$ cat src/rtl/wb_serial_master_if.sv
`default_nettype none
// ============================================================================
// Module      : wb_serial_master_if
// Description : Bundles the byte-stream and Wishbone signals of the serial
//               bus master.
//                 rx_*  : byte stream from the UART receiver
//                 tx_*  : byte stream to the UART transmitter
//                 wbm_* : Wishbone classic-cycle initiator signals
//               modport master : the wb_serial_master side
//               modport slave  : the UART / Wishbone target side
// Revision    : 1.0 - initial release
// ============================================================================
interface wb_serial_master_if;
  logic [7:0]  rx_data_i;
  logic        rx_valid_i;
  logic        rx_ready_o;
  logic [7:0]  tx_data_o;
  logic        tx_valid_o;
  logic        tx_ready_i;
  logic [31:0] wbm_adr_o;
  logic [31:0] wbm_dat_o;
  logic [3:0]  wbm_sel_o;
  logic        wbm_we_o;
  logic        wbm_cyc_o;
  logic        wbm_stb_o;
  logic        wbm_ack_i;
  logic        wbm_err_i;
  logic [31:0] wbm_dat_i;

  modport master (
    input  rx_data_i, rx_valid_i,
    output rx_ready_o,
    output tx_data_o, tx_valid_o,
    input  tx_ready_i,
    output wbm_adr_o, wbm_dat_o, wbm_sel_o, wbm_we_o, wbm_cyc_o, wbm_stb_o,
    input  wbm_ack_i, wbm_err_i, wbm_dat_i
  );

  modport slave (
    output rx_data_i, rx_valid_i,
    input  rx_ready_o,
    input  tx_data_o, tx_valid_o,
    output tx_ready_i,
    input  wbm_adr_o, wbm_dat_o, wbm_sel_o, wbm_we_o, wbm_cyc_o, wbm_stb_o,
    output wbm_ack_i, wbm_err_i, wbm_dat_i
  );
endinterface
`default_nettype wire

$ cat src/rtl/wb_serial_master.sv
`default_nettype none
// ============================================================================
// Module      : wb_serial_master
// Description : Byte-stream to Wishbone initiator. Parses command frames
//               (cmd, 4 address bytes, 4 data bytes for writes; MSB first)
//               from the UART receiver, runs one Wishbone classic cycle and
//               answers on the UART transmitter:
//                 'W' 0x57 write -> 0x06 on ack
//                 'R' 0x52 read  -> 4 read-data bytes on ack
//                 bus error, timeout or unknown command -> 0x15
// Ports       : wb_clk_i  - clock (rising edge)
//               wb_rst_ni - asynchronous active-low reset
//               bus       - wb_serial_master_if.master (rx/tx byte streams,
//                           Wishbone master signals)
//               busy_o    - high whenever the FSM is not idle
// Parameters  : TIMEOUT_CYCLES - bus cycles to wait for ack/err
// Config      : define WB_SERIAL_MASTER_TIMEOUT_EN to compile in the bus
//               timeout; without it BUS waits indefinitely for ack/err.
// Revision    : 1.0 - initial release
// ============================================================================
module wb_serial_master #(
  parameter int TIMEOUT_CYCLES = 255
) (
  input  logic               wb_clk_i,
  input  logic               wb_rst_ni,
  wb_serial_master_if.master bus,
  output logic               busy_o
);

  localparam logic [7:0] c_cmd_write = 8'h57;
  localparam logic [7:0] c_cmd_read  = 8'h52;
  localparam logic [7:0] c_rsp_ok    = 8'h06;
  localparam logic [7:0] c_rsp_nak   = 8'h15;

  typedef enum logic [2:0] {
    S_IDLE = 3'd0,
    S_ADDR = 3'd1,
    S_DATA = 3'd2,
    S_BUS  = 3'd3,
    S_RESP = 3'd4
  } state_t;

  state_t      r_state;
  state_t      w_state_nxt;
  logic [1:0]  r_cnt;        // byte index within ADDR/DATA/RESP
  logic        r_write;      // current frame is a write
  logic        r_rd_rsp;     // response is 4 read-data bytes (else 1 byte)
  logic        r_rx_ready;
  logic [31:0] r_adr;
  logic [31:0] r_dat;
  logic [31:0] r_tx_shift;   // response bytes, next one in [31:24]

  logic        w_rx_fire;
  logic        w_tx_fire;
  logic        w_tx_last;
  logic        w_cmd_ok;
  logic        w_in_bus;
  logic        w_timeout;

  assign w_in_bus  = (r_state == S_BUS);
  assign w_rx_fire = bus.rx_valid_i & r_rx_ready;
  assign w_tx_fire = (r_state == S_RESP) & bus.tx_ready_i;
  assign w_tx_last = ~r_rd_rsp | (r_cnt == 2'd3);
  assign w_cmd_ok  = (bus.rx_data_i == c_cmd_write) |
                     (bus.rx_data_i == c_cmd_read);

  // --------------------------------------------------------------------------
  // Optional bus timeout
  // --------------------------------------------------------------------------
`ifdef WB_SERIAL_MASTER_TIMEOUT_EN
  localparam int c_tmo_w = $clog2(TIMEOUT_CYCLES + 1);
  // Compare against N-1 so cyc is high for exactly TIMEOUT_CYCLES cycles:
  // the counter is 0 in the first BUS cycle.
  localparam logic [c_tmo_w-1:0] c_tmo_last = c_tmo_w'(TIMEOUT_CYCLES - 1);

  logic [c_tmo_w-1:0] r_tmo_cnt;

  always_ff @(posedge wb_clk_i or negedge wb_rst_ni) begin
    if (!wb_rst_ni) begin
      r_tmo_cnt <= '0;
    end else if (!w_in_bus) begin
      r_tmo_cnt <= '0;
    end else begin
      r_tmo_cnt <= r_tmo_cnt + 1'b1;
    end
  end

  assign w_timeout = w_in_bus & (r_tmo_cnt == c_tmo_last);
`else
  logic w_unused_tmo;
  assign w_unused_tmo = ^TIMEOUT_CYCLES;
  assign w_timeout    = 1'b0;
`endif

  // --------------------------------------------------------------------------
  // FSM state register
  // --------------------------------------------------------------------------
  always_ff @(posedge wb_clk_i or negedge wb_rst_ni) begin
    if (!wb_rst_ni) begin
      r_state <= S_IDLE;
    end else begin
      r_state <= w_state_nxt;
    end
  end

  // --------------------------------------------------------------------------
  // FSM next state
  // --------------------------------------------------------------------------
  always_comb begin
    w_state_nxt = r_state;
    case (r_state)
      S_IDLE: begin
        if (w_rx_fire) begin
          w_state_nxt = w_cmd_ok ? S_ADDR : S_RESP;
        end
      end
      S_ADDR: begin
        if (w_rx_fire && (r_cnt == 2'd3)) begin
          w_state_nxt = r_write ? S_DATA : S_BUS;
        end
      end
      S_DATA: begin
        if (w_rx_fire && (r_cnt == 2'd3)) begin
          w_state_nxt = S_BUS;
        end
      end
      S_BUS: begin
        if (bus.wbm_err_i || bus.wbm_ack_i || w_timeout) begin
          w_state_nxt = S_RESP;
        end
      end
      S_RESP: begin
        if (w_tx_fire && w_tx_last) begin
          w_state_nxt = S_IDLE;
        end
      end
      default: w_state_nxt = S_IDLE;
    endcase
  end

  // --------------------------------------------------------------------------
  // Datapath: frame capture, bus result capture, response shifting
  // --------------------------------------------------------------------------
  always_ff @(posedge wb_clk_i or negedge wb_rst_ni) begin
    if (!wb_rst_ni) begin
      r_cnt      <= 2'd0;
      r_write    <= 1'b0;
      r_rd_rsp   <= 1'b0;
      r_rx_ready <= 1'b0;
      r_adr      <= 32'h0;
      r_dat      <= 32'h0;
      r_tx_shift <= 32'h0;
    end else begin
      // Registered so the receiver sees ready low during reset and high
      // from the first edge afterwards.
      r_rx_ready <= (w_state_nxt == S_IDLE) || (w_state_nxt == S_ADDR) ||
                    (w_state_nxt == S_DATA);
      case (r_state)
        S_IDLE: begin
          if (w_rx_fire) begin
            r_cnt      <= 2'd0;
            r_write    <= (bus.rx_data_i == c_cmd_write);
            r_rd_rsp   <= 1'b0;
            // Only presented if the command is rejected; a valid command
            // reloads this at the end of the bus cycle.
            r_tx_shift <= {c_rsp_nak, 24'h0};
          end
        end
        S_ADDR: begin
          if (w_rx_fire) begin
            r_adr <= {r_adr[23:0], bus.rx_data_i};
            r_cnt <= r_cnt + 2'd1;
          end
        end
        S_DATA: begin
          if (w_rx_fire) begin
            r_dat <= {r_dat[23:0], bus.rx_data_i};
            r_cnt <= r_cnt + 2'd1;
          end
        end
        S_BUS: begin
          // err beats ack; ack beats a timeout expiring in the same cycle
          if (bus.wbm_err_i) begin
            r_tx_shift <= {c_rsp_nak, 24'h0};
            r_rd_rsp   <= 1'b0;
          end else if (bus.wbm_ack_i) begin
            if (r_write) begin
              r_tx_shift <= {c_rsp_ok, 24'h0};
              r_rd_rsp   <= 1'b0;
            end else begin
              r_tx_shift <= bus.wbm_dat_i;
              r_rd_rsp   <= 1'b1;
            end
          end else if (w_timeout) begin
            r_tx_shift <= {c_rsp_nak, 24'h0};
            r_rd_rsp   <= 1'b0;
          end
        end
        S_RESP: begin
          if (w_tx_fire) begin
            r_tx_shift <= {r_tx_shift[23:0], 8'h00};
            r_cnt      <= r_cnt + 2'd1;
          end
        end
        default: ;
      endcase
    end
  end

  // --------------------------------------------------------------------------
  // Outputs
  // --------------------------------------------------------------------------
  assign bus.rx_ready_o = r_rx_ready;
  assign bus.tx_valid_o = (r_state == S_RESP);
  assign bus.tx_data_o  = (r_state == S_RESP) ? r_tx_shift[31:24] : 8'h00;
  assign bus.wbm_adr_o  = r_adr;
  assign bus.wbm_dat_o  = r_dat;
  assign bus.wbm_sel_o  = {4{w_in_bus}};
  assign bus.wbm_we_o   = w_in_bus & r_write;
  assign bus.wbm_cyc_o  = w_in_bus;
  assign bus.wbm_stb_o  = w_in_bus;
  assign busy_o         = (r_state != S_IDLE);

endmodule
`default_nettype wire

$ cat src/flat_wrapper.sv
// flat-port wrapper written by rule: the top's interface ports become plain ports
module wb_serial_master_flat 
#(
  parameter int TIMEOUT_CYCLES = 255
)
  (wb_clk_i, wb_rst_ni, busy_o, bus_rx_data_i, bus_rx_valid_i, bus_rx_ready_o, bus_tx_data_o, bus_tx_valid_o, bus_tx_ready_i, bus_wbm_adr_o, bus_wbm_dat_o, bus_wbm_sel_o, bus_wbm_we_o, bus_wbm_cyc_o, bus_wbm_stb_o, bus_wbm_ack_i, bus_wbm_err_i, bus_wbm_dat_i);
  wb_serial_master_if bus_i ();
  input  logic wb_clk_i;
  input  logic wb_rst_ni;
  output logic busy_o;
  input wire logic [$bits(bus_i.rx_data_i)-1:0] bus_rx_data_i;
  input wire logic [$bits(bus_i.rx_valid_i)-1:0] bus_rx_valid_i;
  output wire logic [$bits(bus_i.rx_ready_o)-1:0] bus_rx_ready_o;
  output wire logic [$bits(bus_i.tx_data_o)-1:0] bus_tx_data_o;
  output wire logic [$bits(bus_i.tx_valid_o)-1:0] bus_tx_valid_o;
  input wire logic [$bits(bus_i.tx_ready_i)-1:0] bus_tx_ready_i;
  output wire logic [$bits(bus_i.wbm_adr_o)-1:0] bus_wbm_adr_o;
  output wire logic [$bits(bus_i.wbm_dat_o)-1:0] bus_wbm_dat_o;
  output wire logic [$bits(bus_i.wbm_sel_o)-1:0] bus_wbm_sel_o;
  output wire logic [$bits(bus_i.wbm_we_o)-1:0] bus_wbm_we_o;
  output wire logic [$bits(bus_i.wbm_cyc_o)-1:0] bus_wbm_cyc_o;
  output wire logic [$bits(bus_i.wbm_stb_o)-1:0] bus_wbm_stb_o;
  input wire logic [$bits(bus_i.wbm_ack_i)-1:0] bus_wbm_ack_i;
  input wire logic [$bits(bus_i.wbm_err_i)-1:0] bus_wbm_err_i;
  input wire logic [$bits(bus_i.wbm_dat_i)-1:0] bus_wbm_dat_i;
  assign bus_i.rx_data_i = bus_rx_data_i;
  assign bus_i.rx_valid_i = bus_rx_valid_i;
  assign bus_rx_ready_o = bus_i.rx_ready_o;
  assign bus_tx_data_o = bus_i.tx_data_o;
  assign bus_tx_valid_o = bus_i.tx_valid_o;
  assign bus_i.tx_ready_i = bus_tx_ready_i;
  assign bus_wbm_adr_o = bus_i.wbm_adr_o;
  assign bus_wbm_dat_o = bus_i.wbm_dat_o;
  assign bus_wbm_sel_o = bus_i.wbm_sel_o;
  assign bus_wbm_we_o = bus_i.wbm_we_o;
  assign bus_wbm_cyc_o = bus_i.wbm_cyc_o;
  assign bus_wbm_stb_o = bus_i.wbm_stb_o;
  assign bus_i.wbm_ack_i = bus_wbm_ack_i;
  assign bus_i.wbm_err_i = bus_wbm_err_i;
  assign bus_i.wbm_dat_i = bus_wbm_dat_i;
  wb_serial_master #(.TIMEOUT_CYCLES(TIMEOUT_CYCLES)) u_core (.wb_clk_i(wb_clk_i), .wb_rst_ni(wb_rst_ni), .bus(bus_i), .busy_o(busy_o));
endmodule
$ cat config.mk
export PLATFORM = sky130hd
export DESIGN_NAME = wb_serial_master_flat
export DESIGN_NICKNAME = d
export VERILOG_FILES = /design/src/rtl/wb_serial_master_if.sv /design/src/rtl/wb_serial_master.sv /design/src/flat_wrapper.sv
export SDC_FILE = /design/constraint.sdc
export NUM_CORES = 1
export LEC_CHECK = 0
export CAP_MARGIN = 20
export CORE_MARGIN = 2
export CORE_UTILIZATION = 52
export DETAILED_ROUTE_END_ITERATION = 8
export PLACE_DENSITY = 0.86
export SYNTH_ARGS = -nofsm -noshare
export SYNTH_HDL_FRONTEND = slang
export SYNTH_SLANG_ARGS = --single-unit
$ cat constraint.sdc
create_clock -name wb_clk_i -period 2.6 [get_ports wb_clk_i]
set_input_delay 0.52 -clock wb_clk_i [delete_from_list [all_inputs] [get_ports wb_clk_i]]
set_output_delay 0.52 -clock wb_clk_i [all_outputs]
set_load 0.02 [all_outputs]
==> summary.txt <==
outcome -> complete, no violations
routability cong. -> 0.839
Power Total -> 3.67 mW
Max Cap Viol -> 0
crit path DAT -> 1.99 ns
proportion of layout cells with a drive suffix above 1 -> 0.187
synthesized instance count -> 337
root buffer cell -> clkbuf_8
Final TNS setup -> 0 ns
first-pass GRT wire length -> 16,700 um
chip width -> 98.0 um
Layout area overhead -> 33.5%
routed wire length -> 10,100 um
Vias -> 3,121
initial core utilization -> 0.532
Final period util -> 0.967
RSZ-0062 raised after global routing -> false
fin nets -> 507
clock sink count -> 104
# H-tree levels -> 3
final setup margin -> 0.0868 ns
Final Max Tran Viols -> 0
total global-route track usage -> 0.218
Comb power frac -> 0.238
Synth Area per Inst -> 13.6 sq um
Core Footprint -> 8640 sq um
Synth area leaders -> dfrtp_1 57%, mux2_2 12%, mux2_1 4.9%
average wire per standard cell -> 17.6 um
dpl hpwl -> 6980 um
num rows -> 34
Die Ht -> 98.0 um
Critical path buffers and inverters -> 2
PortBufs -> 127
worst hold path type -> in -> async
Inserted Clock Buffers -> 9
leak pwr -> 2.82 nW
CTS clk-pin slew, worst paths -> 0.10 ns
sequential fraction of design power -> 0.470
CTS tree -> yes
Critical-path top delay cell -> clkdlybuf4s50_1
vias in the first global route -> 3,215
top-area cell type share of the netlist area -> 0.567
Worst slew margin -> 0.683
Net Sw Frac -> 0.295
Main synth FF type -> dfrtp_1
syn_nets -> 384
pin count of the biggest net entering global routing -> 69
register area share after synthesis -> 0.567
Synth Warn # -> 0
FMAX -> 398 MHz
Final min period -> 2.51 ns
Startpoint Class -> flip-flop
worst clock skew -> 0.0163 ns
CP required -> 2.08 ns
register area -> 2600 sq um
final hold vios -> 0
EDFF count, synth -> 0
most frequent cells in the layout -> 118 x clkdlybuf4s50_1, 104 x dfrtp_1, 47 x mux2_2, 21 x a22oi_1
DRC -> 0
area of the multi-input gates -> 1720 sq um
Peak VDD IR -> 0.364 mV
die area -> 9600 sq um
Setup-failing EPs final -> 0
total gr overflow -> 0
hold bufs inserted after CTS -> 0
Synth area leader -> dfrtp_1
Clock power frac -> 0.292
ant diodes -> 0
P_int -> 2.59 mW
fin area -> 6130 sq um
crit-path leading delay family -> buffers and inverters
IO Count -> 128
Layout fillers -> 592
Synth Register Bits -> 104
worst-margin pin slew -> 0.475 ns
Net Sw Power -> 1.08 mW
Iter 0 DRT Violations -> 118
most common cell after layout, fill and taps aside -> clkdlybuf4s50_1
Async SR Flop Fraction -> 1.00
antenna violations before repair -> 0
critical path type -> reg -> out
pwr/cell area -> 599 nW/um^2
worst slack, placed -> 0.358 ns
highest net fanout along the worst path -> 10
Pre-antenna DRT Iters -> 5
Final ANT Viol Nets -> 0
critical-path cell list -> buf_4 > or3_1 > clkdlybuf4s50_1
Util after Layout -> 0.710
maximum clock insertion buffer count -> 2
CP max stage delay -> 0.56 ns
Cell Area, Placed -> 5910 sq um
DR vias/cell -> 5.45
Distinct cells, synth -> 41
Synth Cell Area -> 4590 sq um
Crit. End Element -> output pin
post-CTS setup buffers -> 0
Clk Latency, worst-skew pair -> 0.36 ns
CTS resizes -> 7
==> power groups by stage <==
stage	clock network (mW)	registers [mW]	logic (mW)
after floorplan	0	1.77	0.537
after global placement	0	1.75	0.863
after detailed placement	0	1.75	0.881
after CTS	1.10	1.72	0.881
after global routing	1.16	1.73	0.936
final	1.07	1.73	0.875
==> cells in the mapped netlist, types with 2 or more instances <==
master     count
nor3_1         2
nor2_1         6
mux2_2        47
nor2b_1        6
a22oi_1       21
mux2i_1        9
dfrtp_1      104
o2bb2ai_1     20
o32a_1         3
nand4_1        2
nand2_1       13
buf_2          4
o21ai_0        6
and2_1         9
nor3b_4        3
mux2_1        20
inv_1         14
a21oi_1        5
buf_4          9
nand3b_4       2
buf_6         12
==> routing by layer <==
layer  wire (um)  global-route usage  share of wire
met5           0                   0              0
met3         577              0.0630          0.057
met4          95              0.0513         0.0094
met2        5150               0.372           0.51
met1        4270               0.277           0.42
==> area by class of cell <==
cell class              instances  area share
flip-flops and latches        104       0.424
clock buffers                  11      0.0247
repair buffers                137       0.228
clock inverters                 5      0.0114
inverters                      14     0.00918
multi-input cells             194       0.280
well taps                     108      0.0220
==> cells by family (layout without fill, tap and decap cells) <==
family                   count (synthesis)  after routing  synth area share
AO/OA/AOI/OAI                           63             63             0.107
XOR/XNOR                                 2              2           0.00381
adder cells (fa/ha/maj)                  1              1           0.00272
buffers and inverters                   39            167            0.0599
flip-flops                             104            104             0.567
multiplexers                            76             76             0.184
AND/OR/NAND/NOR                         52             52            0.0760
==> worst paths after layout <==
check                                            to                   from  cells past startpoint  slack [ns]
max                                          busy_o      u_core.r_state[0]                      3        0.09
min in group wb_clk_i         u_core.r_tx_shift[29]  u_core.r_tx_shift[29]                      1        0.49
min                           u_core.r_tx_shift[25]              wb_rst_ni                      1         0.1
max reg2reg                         u_core.r_rd_rsp      u_core.r_state[0]                      5        0.73
max in group asynchronous  u_core.bus.wbm_dat_o[20]              wb_rst_ni                      2        1.78
min reg2reg                   u_core.r_tx_shift[29]  u_core.r_tx_shift[29]                      1        0.49
==> flip-flops by register name (all words and copies together), names as in the netlist <==
register and flops:
u_core.bus.rx_ready_o 1, u_core.r_rd_rsp 1, u_core.bus.wbm_dat_o 32, u_core.r_write 1, u_core.r_tx_shift 32, u_core.r_cnt 2, u_core.r_state 3, u_core.bus.wbm_adr_o 32
==> through the flow <==
| step | cells | hold slack [ns] |
|---|---|---|
| after floorplan | 337 | 0.224 |
| after global placement | 557 | 0.466 |
| after detailed placement | 557 | 0.472 |
| after CTS | 573 | 0.108 |
| after global routing | 573 | 0.128 |
| final | 573 | 0.0981 |
Note: power is estimated with default switching activity, not from simulation.
